File: config.mk
export PLATFORM = sky130hd
export DESIGN_NAME = uart_rx
export DESIGN_NICKNAME = d
export VERILOG_FILES = /design/src/rtl/uart_rx.sv
export SDC_FILE = /design/constraint.sdc
export NUM_CORES = 1
export LEC_CHECK = 0
export ABC_AREA = 1
export CORE_UTILIZATION = 25
export CTS_CLUSTER_DIAMETER = 150
export DETAILED_ROUTE_END_ITERATION = 7
export PLACE_DENSITY = 0.5
export SLEW_MARGIN = 40
export SYNTH_ARGS = -nofsm -noshare
export SYNTH_HDL_FRONTEND = slang
export SYNTH_SLANG_ARGS = --single-unit
File: constraint.sdc
create_clock -name clk -period 3.65 [get_ports clk]
set_input_delay 0.73 -clock clk [delete_from_list [all_inputs] [get_ports clk]]
set_output_delay 0.73 -clock clk [all_outputs]
set_load 0.01 [all_outputs]
File: src/rtl/uart_rx.sv
// rtl/uart_rx.sv - 8N1 UART receiver recovering bytes from an oversampled rx line
// Start, data and stop bits are sampled mid-bit by counting shared baud ticks.
module uart_rx #(
  parameter int OVS = 8
) (
  input  logic       clk,
  input  logic       rst,
  input  logic       baud_tick,
  input  logic       rx,
  output logic [7:0] o_rx_data,
  output logic       o_rx_done,
  output logic       o_rx_busy,
  output logic       o_frame_err
);

  localparam int HALF = OVS / 2;
  localparam logic [3:0] C_HALF_LAST = 4'(HALF - 1);
  localparam logic [3:0] C_BIT_LAST  = 4'(OVS - 1);

  typedef enum logic [2:0] {
    S_IDLE,
    S_START,
    S_DATA,
    S_STOP,
    S_BREAK
  } state_t;

  state_t      r_state;
  logic        r_rx_meta;
  logic        r_rx_s;
  logic [3:0]  r_tick_cnt;
  logic [2:0]  r_bit_cnt;
  logic [7:0]  r_shift;

  always_ff @(posedge clk or posedge rst) begin
    if (rst) begin
      r_rx_meta   <= 1'b1;
      r_rx_s      <= 1'b1;
      r_state     <= S_IDLE;
      r_tick_cnt  <= '0;
      r_bit_cnt   <= '0;
      r_shift     <= '0;
      o_rx_data   <= '0;
      o_rx_done   <= 1'b0;
      o_rx_busy   <= 1'b0;
      o_frame_err <= 1'b0;
    end else begin
      r_rx_meta   <= rx;
      r_rx_s      <= r_rx_meta;
      o_rx_done   <= 1'b0;
      o_frame_err <= 1'b0;
      if (baud_tick) begin
        case (r_state)
          S_IDLE: begin
            if (!r_rx_s) begin
              r_state    <= S_START;
              r_tick_cnt <= '0;
              o_rx_busy  <= 1'b1;
            end
          end
          S_START: begin
            if (r_tick_cnt == C_HALF_LAST) begin
              r_tick_cnt <= '0;
              if (!r_rx_s) begin
                r_state   <= S_DATA;
                r_bit_cnt <= '0;
              end else begin
                r_state   <= S_IDLE;
                o_rx_busy <= 1'b0;
              end
            end else begin
              r_tick_cnt <= r_tick_cnt + 4'd1;
            end
          end
          S_DATA: begin
            if (r_tick_cnt == C_BIT_LAST) begin
              r_tick_cnt <= '0;
              r_shift    <= {r_rx_s, r_shift[7:1]};
              if (r_bit_cnt == 3'd7) begin
                r_state <= S_STOP;
              end else begin
                r_bit_cnt <= r_bit_cnt + 3'd1;
              end
            end else begin
              r_tick_cnt <= r_tick_cnt + 4'd1;
            end
          end
          S_STOP: begin
            if (r_tick_cnt == C_BIT_LAST) begin
              r_tick_cnt <= '0;
              if (r_rx_s) begin
                r_state   <= S_IDLE;
                o_rx_data <= r_shift;
                o_rx_done <= 1'b1;
                o_rx_busy <= 1'b0;
              end else begin
                r_state     <= S_BREAK;
                o_frame_err <= 1'b1;
              end
            end else begin
              r_tick_cnt <= r_tick_cnt + 4'd1;
            end
          end
          S_BREAK: begin
            // A held-low line must go high before another start edge counts.
            if (r_rx_s) begin
              r_state    <= S_IDLE;
              r_tick_cnt <= '0;
              o_rx_busy  <= 1'b0;
            end
          end
          default: begin
            r_state    <= S_IDLE;
            r_tick_cnt <= '0;
            o_rx_busy  <= 1'b0;
          end
        endcase
      end
    end
  end

endmodule

# Yosys cells after proc, flatten, opt, wreduce, memory -nomap -nowiden
# Index checks and enable logic that the tools add are counted.
[totals]
ff_bits = 31
inputBits = 4
out_inout_bits = 11
elab_cells = 69
[classes]
addsub = 2
n_eq_ne = 15
n_mux = 32
bitwise_logic = 1
n_reduce_logical = 9
[ops]
columns = ["cell", "count"]
rows = [
  ["$mux W3", 11],
  ["$mux W4", 4],
  ["$ne A2 B2 Y1 const B", 8],
  ["$pmux W4 S4", 1],
  ["$pmux W3 S5", 1],
  ["$mux W1", 12],
  ["$reduce_and A7 Y1", 1],
  ["$eq A3 B2 Y1 const B", 2],
  ["$eq A3 B3 Y1 const B", 2],
  ["$pmux W3 S2", 1],
  ["$reduce_and A3 Y1", 2],
  ["$reduce_and A6 Y1", 1],
  ["$pmux W1 S5", 1],
  ["$reduce_and A5 Y1", 1],
  ["$add A4 B1 Y4 const B", 1],
  ["$eq A4 B2 Y1 const B", 1],
  ["$eq A4 B3 Y1 const B", 1],
  ["$reduce_and A4 Y1", 1],
  ["$add A3 B1 Y3 const B", 1],
  ["$eq A3 B1 Y1 const B", 1],
  ["$logic_not A3 Y1", 1],
  ["$mux W2", 1],
  ["$reduce_bool A2 Y1", 1],
  ["$reduce_or A2 Y1", 1],
  ["$not A1 Y1", 1],
]

# Depth between registers and ports, before layout
# Gate-level depths: netlist of run 1.
[depth]
word_depth = 4
ltp_mapped = 10
mapped_depth_nobuf = 9

# Worst setup path after synthesis of run 1
# No wires, ideal clock.
[synth_path]
path_type = "reg-to-reg"
from = "register r_tick_cnt[0]"
to = "register r_shift[1]"
arrival_time_ps = 1236
path_slack_ps = 2287
path_stages_with_launch = 8
path_buffers = 1
period_less_slack_ps = 1363
path_cell_list = "dfrtp_1 ha_1 nand2_1 nor2_4 nand2_2 nor2_4 buf_6 o21ai_0"
[synth_between]
elab_chain_cells = 2
[synth_rtl]
columns = ["element", "line_no", "text"]
rows = [
  ["start, declared", "31", "logic [3:0] r_tick_cnt;"],
  ["start signal, assigned", "72", "r_tick_cnt <= r_tick_cnt + 4'd1;"],
  ["start signal, assigned", "85", "r_tick_cnt <= r_tick_cnt + 4'd1;"],
  ["start signal, assigned", "101", "r_tick_cnt <= r_tick_cnt + 4'd1;"],
  ["$eq A4 B3 Y1", "76", "if (r_tick_cnt == C_BIT_LAST) begin"],
  ["$reduce_and A3 Y1 (no source line)", "n/a", ""],
  ["end signal, assigned", "78", "r_shift <= {r_rx_s, r_shift[7:1]};"],
  ["end, declared", "33", "logic [7:0] r_shift;"],
]
# No other way between the ends.
# A chain may end at the register's enable or synchronous reset.

# Worst setup path after layout of run 1
[layout_path]
from = "register o_rx_data[7]"
to = "output port o_rx_data[7]"
[layout_lines]
columns = ["element", "line_no", "text"]
rows = [
  ["start, declared", "10", "output logic [7:0] o_rx_data,"],
  ["start signal, assigned", "93", "o_rx_data <= r_shift;"],
]
# No word-level cell between the ends.

==> results of run 1 <==
==> registers in the layout, indices dropped and copies added (netlist names) <==
name         count
o_rx_data        8
r_shift          8
r_tick_cnt       4
r_bit_cnt        3
r_state          3
o_frame_err      1
o_rx_busy        1
o_rx_done        1
r_rx_meta        1
r_rx_s           1
==> cell families after synthesis <==
group / after synthesis / synth area share, %
AOI/OAI and AO/OA: 24 / 9.599
xor gates and xnor gates: 1 / 0.5508
adders and majority gates: 3 / 2.361
buffers and inverters: 28 / 8.339
DFF: 31 / 48.94
and+or+nand+nor: 100 / 30.21
==> final timing paths <==
kind	start	endpoint	slack [ns]	cells after the start
max reg2reg	r_tick_cnt[0]	o_rx_data[2]	2.09	6
min reg2reg	r_rx_meta	r_rx_s	0.36	0
min	r_rx_meta	r_rx_s	0.36	0
min in group asynchronous	rst	o_frame_err	0.82	3
max	o_rx_data[7]	o_rx_data[7]	1.72	1
max in group asynchronous	rst	r_rx_meta	2.50	3
==> cells in the mapped netlist <==
| cell type | n |
|---|---|
| nand3_2 | 1 |
| o21ai_0 | 12 |
| nand4_4 | 1 |
| o21ai_2 | 8 |
| xor2_1 | 1 |
| nand3_1 | 11 |
| nor3_1 | 1 |
| nand4_1 | 1 |
| dfstp_2 | 2 |
| inv_1 | 23 |
| nand3b_1 | 2 |
| buf_4 | 1 |
| nor3b_1 | 1 |
| a21oi_1 | 3 |
| buf_2 | 1 |
| o31ai_1 | 1 |
| nand2_1 | 52 |
| nand2_2 | 7 |
| nor2_4 | 4 |
| buf_6 | 3 |
| and2_1 | 1 |
| nor2_1 | 17 |
| dfrtp_1 | 29 |
| ha_1 | 3 |
| nor2_2 | 1 |
==> layout by cell type (no fill, tap or decap) <==
cell type / synthesis / routed
nor3b_1: 1 / 1
bufinv_16: 0 / 1
inv_1: 23 / 23
o31ai_1: 1 / 1
nand2_2: 7 / 7
nand4_4: 1 / 1
nand3_1: 11 / 11
buf_4: 1 / 1
nand3b_1: 2 / 2
xor2_1: 1 / 1
nand3_2: 1 / 1
a21oi_1: 3 / 3
dfstp_2: 2 / 2
nor2_2: 1 / 1
nand4_1: 1 / 1
nor2_4: 4 / 4
o21ai_2: 8 / 8
clkbuf_8: 0 / 6
nor3_1: 1 / 1
clkdlybuf4s50_1: 0 / 14
and2_1: 1 / 1
ha_1: 3 / 3
nor2_1: 17 / 17
o21ai_0: 12 / 12
clkinv_2: 0 / 1
nand2_1: 52 / 52
dfrtp_1: 29 / 29
==> cell type report <==
class | instances | area (µm²) | area share (%)
Clock buffer | 6 | 82.58 | 4.339
Clock inverter | 2 | 35.03 | 1.841
Inverter | 23 | 86.33 | 4.536
Multi-Input combinational cell | 128 | 679.4 | 35.70
Sequential cell | 31 | 778.2 | 40.89
Tap cell | 75 | 93.84 | 4.931
Timing Repair Buffer | 15 | 147.6 | 7.758
==> per-layer routing <==
metal / global-route usage (%) / part of all wire [%] / vias up / wire (µm)
li1: - / - / 622 / -
met1: 14.75 / 49 / 555 / 1574
met2: 17.93 / 46 / 19 / 1476
met3: 3.222 / 3.2 / 4 / 101
met4: 3.684 / 1.1 / 0 / 34
met5: 0 / 0 / - / 0
==> power groups by stage <==
stage	Combinational, mW	Sequential, mW	Clock (mW)
after floorplan	0.320	0.427	0
after global placement	0.380	0.458	0
after detailed placement	0.377	0.457	0
after CTS	0.379	0.451	0.368
after global routing	0.439	0.459	0.380
final	0.377	0.451	0.354
==> stage by stage <==
stage	hold slack (ns)	cells	setup WS, ns
finish	0.3589	280	1.720
global route	0.3633	280	1.675
CTS	0.3634	280	1.693
detailed placement	0.3535	272	1.558
global placement	0.3474	272	1.580
floorplan	0.3452	187	2.261
==> results by group, run 1 <==
Clock network
  • Clk buf depth: 2
  • Worst-path clk slew: 0.07 ns
  • CTS tree: built
  • Clock H-tree levels: 2
  • Cts bufs inserted: 5
  • Root Driver: clkbuf_8
  • Post-CTS sizing: 0
  • Clk sinks: 31
  • Post-CTS Setup Bufs: 0
  • Later-pin clock latency in the skew report: 0.28 ns
  • Hold_buf cts: 0

Routing
  • DRT Pass-1 Iters: 4
  • Vias: 1,200
  • Number of vias per cell: 4.286
  • Post-DRT Antenna Nets: 0
  • Drc violations: 0
  • Initial drt markers: 100
  • Post-Route WL: 3.186 mm
  • Avg WL per Cell: 11.38 µm

Pwr
  • Net Sw Frac: 37.65%
  • Total Power: 1.183 mW
  • PD cells: 621.4 nW/µm²
  • Combinational share of power: 31.9%
  • Power Internal: 737.4 µW
  • Sequential power share: 38.2%
  • VDD IR max: 236.7 µV
  • NetSw: 445.3 µW
  • Portion of total power attributed to the clock network: 29.9%
  • Leakage: 0.9585 nW

Floorplanning
  • Row count: 28
  • Die W: 81.76 µm
  • Initial Util: 26.39%
  • IO Pins: 15
  • Full die area: 6684 µm²
  • Chip Height: 81.76 µm
  • Core Footprint: 6026 µm²

STA
  • Final number of setup-violating endpoints: 0
  • Final worst path period need: 1.930 ns
  • Achievable clock frequency: 518.0 MHz
  • Hold Fails Final Rpt: 0
  • RSZ-0062 raised after global routing: false
  • Max Slew Vio Count: 0
  • Final period util: 52.89%
  • Clk_skew: 0.006797 ns
  • Setup TNS: 0 ns
  • Worst-margin pin slew: 0.4074 ns
  • Worst slew margin: 72.84%

Layout
  • Finished Cell Area: 1903 µm²
  • Share of cells above drive strength 1: 16.10%
  • Diodes inserted: 0
  • Layout area overhead: 19.67%
  • Fin util: 31.58%
  • Nets@finish: 211
  • FILL cells: 655

Worst setup path
  • Crit path buffers/inverters: 1
  • Worst Setup Start Kind: flop
  • CP arrival: 1.20 ns
  • CP Capture Type: output port
  • Worst path max stage delay: 0.55 ns
  • CP cell instances: clkdlybuf4s50_1
  • Slowest CP cell: clkdlybuf4s50_1
  • Setup CP Type: flop to output port
  • Critical path required time: 2.92 ns
  • Crit path max fanout: 2
  • Crit path max-delay family: buffers and inverters

Synth
  • Syn nets: 194
  • Register area share after synthesis: 48.94%
  • Syn_area_per_cell: 8.504 µm²
  • Cells after Synth: 187
  • Syn. warnings: 0
  • Distinct cells, synth: 25
  • #FFs+latches synth: 31
  • Synthesized area: 1590 µm²
  • Largest area contributor in the netlist: dfrtp_1
  • Share of the synthesized area in the top cell type: 45.63%
  • Top cells by area, synth: dfrtp_1 46%, nand2_1 12%, inv_1 5.4%

Global route
  • Vias in the first global route: 1,222
  • Largest net degree at the start of global routing: 32
  • Grt ovf: 0
  • First-pass GRT wire length: 5.644 mm
  • Total track usage: 11.31%
  • Initial antenna violation count: 0

Status
  • Status: complete, no violations

Placed design
  • Placer congestion estimate: 0.7960
  • Final HPWL DP: 2.300 mm
  • Buffers on Ports: 14
  • Post-DP Area: 1785 µm²

Flow run
  • Max Cap Viol: 0

Min path
  • Hold crit path type: flop to flop
Power figures use the tool's default switching activity.
==> run 2: changes to the inputs <==
==> constraint.sdc (replaced) <==
create_clock -name clk -period 2 [get_ports clk]
set_input_delay 0.4 -clock clk [delete_from_list [all_inputs] [get_ports clk]]
set_output_delay 0.4 -clock clk [all_outputs]
set_load 0.01 [all_outputs]
==> run 2 against run 1 <==
Routed wire length fell by 3.5%. Cell area down 1.4%. Sequential share of layout area rose by 0.57 points. Die area unchanged. Flip-flop and latch count unchanged. Cell count is the same. Clock power is 44% higher. Sequential power increased by 82%. Via count down 1.0%. Utilization down 0.44 points. First-iteration DRC count fell by 30%. Clock skew fell by 0.0021 ns. Largest power group unchanged.
==> results by group, run 2 (same netlist as run 1, synthesis figures left out) <==
Worst setup path
  • Crit path buffers/inverters: 1
  • Critical path required time: 1.60 ns
  • Worst Setup Start Kind: flop
  • Worst path max stage delay: 0.54 ns
  • CP arrival: 1.19 ns
  • CP Capture Type: output port
  • CP cell instances: clkdlybuf4s50_1
  • Setup CP Type: flop to output port
  • Slowest CP cell: clkdlybuf4s50_1
  • Crit path max-delay family: buffers and inverters
  • Crit path max fanout: 2

Floorplanning
  • Core Footprint: 6026 µm²
  • IO Pins: 15
  • Initial Util: 26.39%
  • Full die area: 6684 µm²
  • Row count: 28
  • Die W: 81.76 µm
  • Chip Height: 81.76 µm

Routing
  • Post-Route WL: 3.076 mm
  • Drc violations: 0
  • Number of vias per cell: 4.243
  • Post-DRT Antenna Nets: 0
  • Avg WL per Cell: 10.99 µm
  • Initial drt markers: 70
  • Vias: 1,188
  • DRT Pass-1 Iters: 6

Layout
  • Register area: 778.2 µm²
  • Layout area overhead: 18.02%
  • Commonest non-fill, non-tap cell in the layout: nand2_1
  • Largest registers: o_rx_data: 8 flops, r_shift: 8 flops, r_tick_cnt: 4 flops
  • FILL cells: 666
  • Diodes inserted: 0
  • Nets@finish: 211
  • Most frequent cells in the layout: 52 x nand2_1, 29 x dfrtp_1, 23 x inv_1
  • Share of cells above drive strength 1: 15.61%
  • Area occupied by multi-input gates: 679.4 µm²
  • Fin util: 31.15%

STA
  • Worst-margin pin slew: 0.3947 ns
  • Final period util: 79.51%
  • Hold Fails Final Rpt: 0
  • Achievable clock frequency: 628.9 MHz
  • Final number of setup-violating endpoints: 0
  • RSZ-0062 raised after global routing: false
  • Setup TNS: 0 ns
  • Worst slew margin: 73.69%
  • Minimum hold slack: 0.3551 ns
  • Final worst path period need: 1.590 ns
  • Max Slew Vio Count: 0
  • Clk_skew: 0.004702 ns

Clock network
  • Post-CTS Setup Bufs: 0
  • Root Driver: clkbuf_8
  • Hold_buf cts: 0
  • Cts bufs inserted: 5
  • Clock H-tree levels: 2
  • Later-pin clock latency in the skew report: 0.28 ns
  • Worst-path clk slew: 0.06 ns
  • Clk sinks: 31
  • Post-CTS sizing: 0
  • CTS tree: built
  • Clk buf depth: 2

Global route
  • First-pass GRT wire length: 5.865 mm
  • Vias in the first global route: 1,183
  • Total track usage: 11.65%
  • Largest net degree at the start of global routing: 32
  • Grt ovf: 0
  • Initial antenna violation count: 0

Min path
  • Hold crit path type: flop to flop

Pwr
  • Total Power: 2.010 mW
  • PD cells: 1071 nW/µm²
  • VDD IR max: 367.6 µV
  • Leakage: 0.9455 nW

Status
  • Status: complete, no violations

Placed design
  • Placer congestion estimate: 0.8046
  • Buffers on Ports: 14
  • Final HPWL DP: 2.218 mm

Flow run
  • Max Cap Viol: 0
[run 2: cell types whose count changed in the layout (fill, tap and decap cells not counted)]
| cell | before | now |
|---|---|---|
| bufinv_16 | 1 | 0 |
| clkbuf_1 | 0 | 1 |
[run 2: power by group]
| group | internal [mW] | switching, mW |
|---|---|---|
| registers | 0.706 | 0.115 |
| logic | 0.238 | 0.443 |
| clock network | 0.277 | 0.230 |
[run 2: area by class of cell]
cell class              count  area share [%]
flip-flops and latches     31           41.47
clock inverters             1          0.2667
well taps                  75           5.000
clock buffers               7           4.600
inverters                  23           4.600
repair buffers             15           7.867
multi-input cells         128           36.20
[run 2: path summary, 6_finish.rpt]
kind | startpoint | to | slack [ns] | cells after the start
min in group asynchronous | rst | r_tick_cnt[3] | 0.51 | 3
worst max-delay path | o_rx_data[6] | o_rx_data[6] | 0.41 | 1
worst max register to register | r_tick_cnt[0] | o_rx_data[5] | 0.42 | 6
worst min-delay path | r_rx_meta | r_rx_s | 0.36 | 0
max in group asynchronous | rst | r_rx_meta | 1.17 | 3
worst min register to register | r_rx_meta | r_rx_s | 0.36 | 0
[run 2: through the flow]
| stage | cell area [µm²] | instances | worst slack (ns) |
|---|---|---|---|
| global route | 1877 | 280 | 0.2411 |
| finish | 1877 | 280 | 0.4098 |
| CTS | 1877 | 280 | 0.3861 |
| global placement | 1785 | 272 | 0.2524 |
| floorplan | 1590 | 187 | 0.6372 |
| detailed placement | 1785 | 272 | 0.2425 |
[run 2: metal layers]
metal  part of all wire, %  vias up  wire (µm)  GRT usage (%)
met2                    43       20       1324          17.11
met5                     0        -          0              0
met3                   3.5        6        108          3.444
li1                      -      619          -              -
met4                   1.7        0         53          4.211
met1                    52      543       1589          16.06
==> run 3: changes to the inputs <==
--- a/config.mk
+++ b/config.mk
@@ -9,7 +9,7 @@
 export CORE_UTILIZATION = 25
 export CTS_CLUSTER_DIAMETER = 150
 export DETAILED_ROUTE_END_ITERATION = 7
-export PLACE_DENSITY = 0.5
+export PLACE_DENSITY = 0.52
 export SLEW_MARGIN = 40
 export SYNTH_ARGS = -nofsm -noshare
 export SYNTH_HDL_FRONTEND = slang
==> constraint.sdc (replaced) <==
create_clock -name clk -period 1.3 [get_ports clk]
set_input_delay 0.26 -clock clk [delete_from_list [all_inputs] [get_ports clk]]
set_output_delay 0.26 -clock clk [all_outputs]
set_load 0.01 [all_outputs]
==> run 3 against run 2 <==
The flow now finishes with violations (negative setup slack). Clock power grew 67%. Total power rose by 93%. Cell count is 11% higher. Non-clock buffer count is 30 higher. Highest routed layer unchanged.
==> results by group, run 3 (same netlist as run 1, synthesis figures left out) <==
Status
  • Status: finished with violations
  • Failing checks: negative setup slack

Global route
  • Largest net degree at the start of global routing: 32
  • Met2 GRT Util: 18.26%
  • Initial antenna violation count: 0
  • First-pass GRT wire length: 5.878 mm
  • M1 GR Usage: 15.09%
  • Total track usage: 11.83%
  • Global route hottest layer: met2
  • Grt ovf: 0
  • Vias in the first global route: 1,281
  • Met3 Track Usage GR: 3.000%

Routing
  • Number of vias per cell: 4.281
  • Drc violations: 0
  • Vias: 1,327
  • Initial drt markers: 99
  • Post-DRT Antenna Nets: 0
  • Post-Route WL: 3.523 mm
  • DRT Pass-1 Iters: 4
  • Avg WL per Cell: 11.36 µm

STA
  • Final number of setup-violating endpoints: 22
  • Achievable clock frequency: 714.4 MHz
  • Worst-margin pin slew: 0.2233 ns
  • Final setup margin: -0.09984 ns
  • Final period util: 107.7%
  • Max Slew Vio Count: 0
  • RSZ-0062 raised after global routing: true
  • Clk_skew: 0.005435 ns
  • Worst slew margin: 85.06%
  • Final worst path period need: 1.400 ns
  • Minimum hold slack: 0.3145 ns
  • Hold Fails Final Rpt: 0

Pwr
  • Power Internal: 2.352 mW
  • Net Sw Frac: 39.23%
  • Portion of total power attributed to the clock network: 21.9%
  • VDD IR max: 794.2 µV
  • Total Power: 3.871 mW
  • Combinational share of power: 45.4%
  • PD cells: 1687 nW/µm²
  • NetSw: 1.519 mW
  • Sequential power share: 32.7%
  • Leakage: 1.195 nW

Worst setup path
  • Worst R2R Setup Slack: -0.1 ns
  • Worst Setup Start Kind: flop
  • Crit path max fanout: 4
  • Setup CP Type: flop to flop
  • CP arrival: 1.57 ns
  • CP Capture Type: flop
  • Critical path required time: 1.47 ns

Clock network
  • Later-pin clock latency in the skew report: 0.29 ns
  • Worst-path clk slew: 0.07 ns
  • Clk buf depth: 2
  • Hold_buf cts: 0
  • Root Driver: clkbuf_8
  • CTS tree: built
  • Cts bufs inserted: 5
  • Clock H-tree levels: 2
  • Clk sinks: 31

Layout
  • FILL cells: 643
  • Nets@finish: 241
  • Largest registers: o_rx_data: 8 flops, r_shift: 8 flops, r_tick_cnt: 4 flops
  • Fin util: 38.08%
  • Most frequent cells in the layout: 40 x nand2_1, 27 x buf_4, 25 x dfrtp_1
  • Diodes inserted: 0
  • Commonest non-fill, non-tap cell in the layout: nand2_1
  • Share of cells above drive strength 1: 39.57%
  • Register area: 783.3 µm²
  • Area occupied by multi-input gates: 827.0 µm²
  • Layout area overhead: 44.30%

Floorplanning
  • Chip Height: 81.76 µm
  • Core Footprint: 6026 µm²
  • Initial Util: 26.39%
  • Die W: 81.76 µm
  • IO Pins: 15
  • Row count: 28
  • Full die area: 6684 µm²

Flow run
  • Max Cap Viol: 0

Placed design
  • Dpl ws: -0.1256 ns
  • Final HPWL DP: 2.341 mm
  • Placer congestion estimate: 0.8009
  • Buffers on Ports: 14

Min path
  • Hold crit path type: input pin to asynchronous set/reset pin
==> run 3: worst max-delay path: stages (launching register included) <==
cell      delay, ns
dfrtp_1        0.39
ha_2           0.21
ha_4           0.15
nand3b_1       0.18
nand2_2        0.10
nand2_4        0.07
o21ai_1        0.13
nand2_1        0.06
==> run 3: power by group through the flow <==
| stage | clock (mW) | sequential [mW] | combinational (mW) |
|---|---|---|---|
| floorplan | 0 | 1.20 | 0.928 |
| global placement | 0 | 1.25 | 1.45 |
| detailed placement | 0 | 1.25 | 1.44 |
| CTS | 0.880 | 1.26 | 1.52 |
| global route | 0.923 | 1.28 | 1.96 |
| finish | 0.849 | 1.26 | 1.76 |
==> run 3: path summary, 6_finish.rpt <==
check,from,to,cells past startpoint
max,r_bit_cnt[1],r_bit_cnt[1],7
min,rst,o_rx_done,3
max reg2reg,r_bit_cnt[1],r_bit_cnt[1],7
min reg2reg,r_rx_meta,r_rx_s,0
max in group asynchronous,rst,r_rx_s,3
min in group clk,r_rx_meta,r_rx_s,0
==> run 3: what timing repair did <==
action / in CTS / in global routing
resized for setup: 32 / 19
setup endpoints to repair: 37 / 29
setup buffers: 2 / 7
pin swaps: 3 / 4
==> run 3: per-stage QoR <==
stage               TNS [ns]  instances  cell area, µm²
floorplan            -0.3431        187            1615
global placement      -2.457        293            2006
detailed placement    -2.757        293            2006
CTS                   -1.481        303            2177
global route          -3.685        310            2295
finish                -1.137        310            2295
==> run 3: area by class of cell <==
cell class	count	area share, %
multi-input combinational	128	36.04
sequential	31	34.13
timing repair buffer	45	17.45
clock buffer	7	4.198
tap	75	4.089
inverter	23	3.762
clock inverter	1	0.3272
==> run 3: layer usage <==
metal / routed length (µm) / vias to the layer above
met2: 1686 / 16
met3: 108 / 7
met4: 74 / 0
li1: - / 680
met1: 1654 / 624
met5: 0 / -
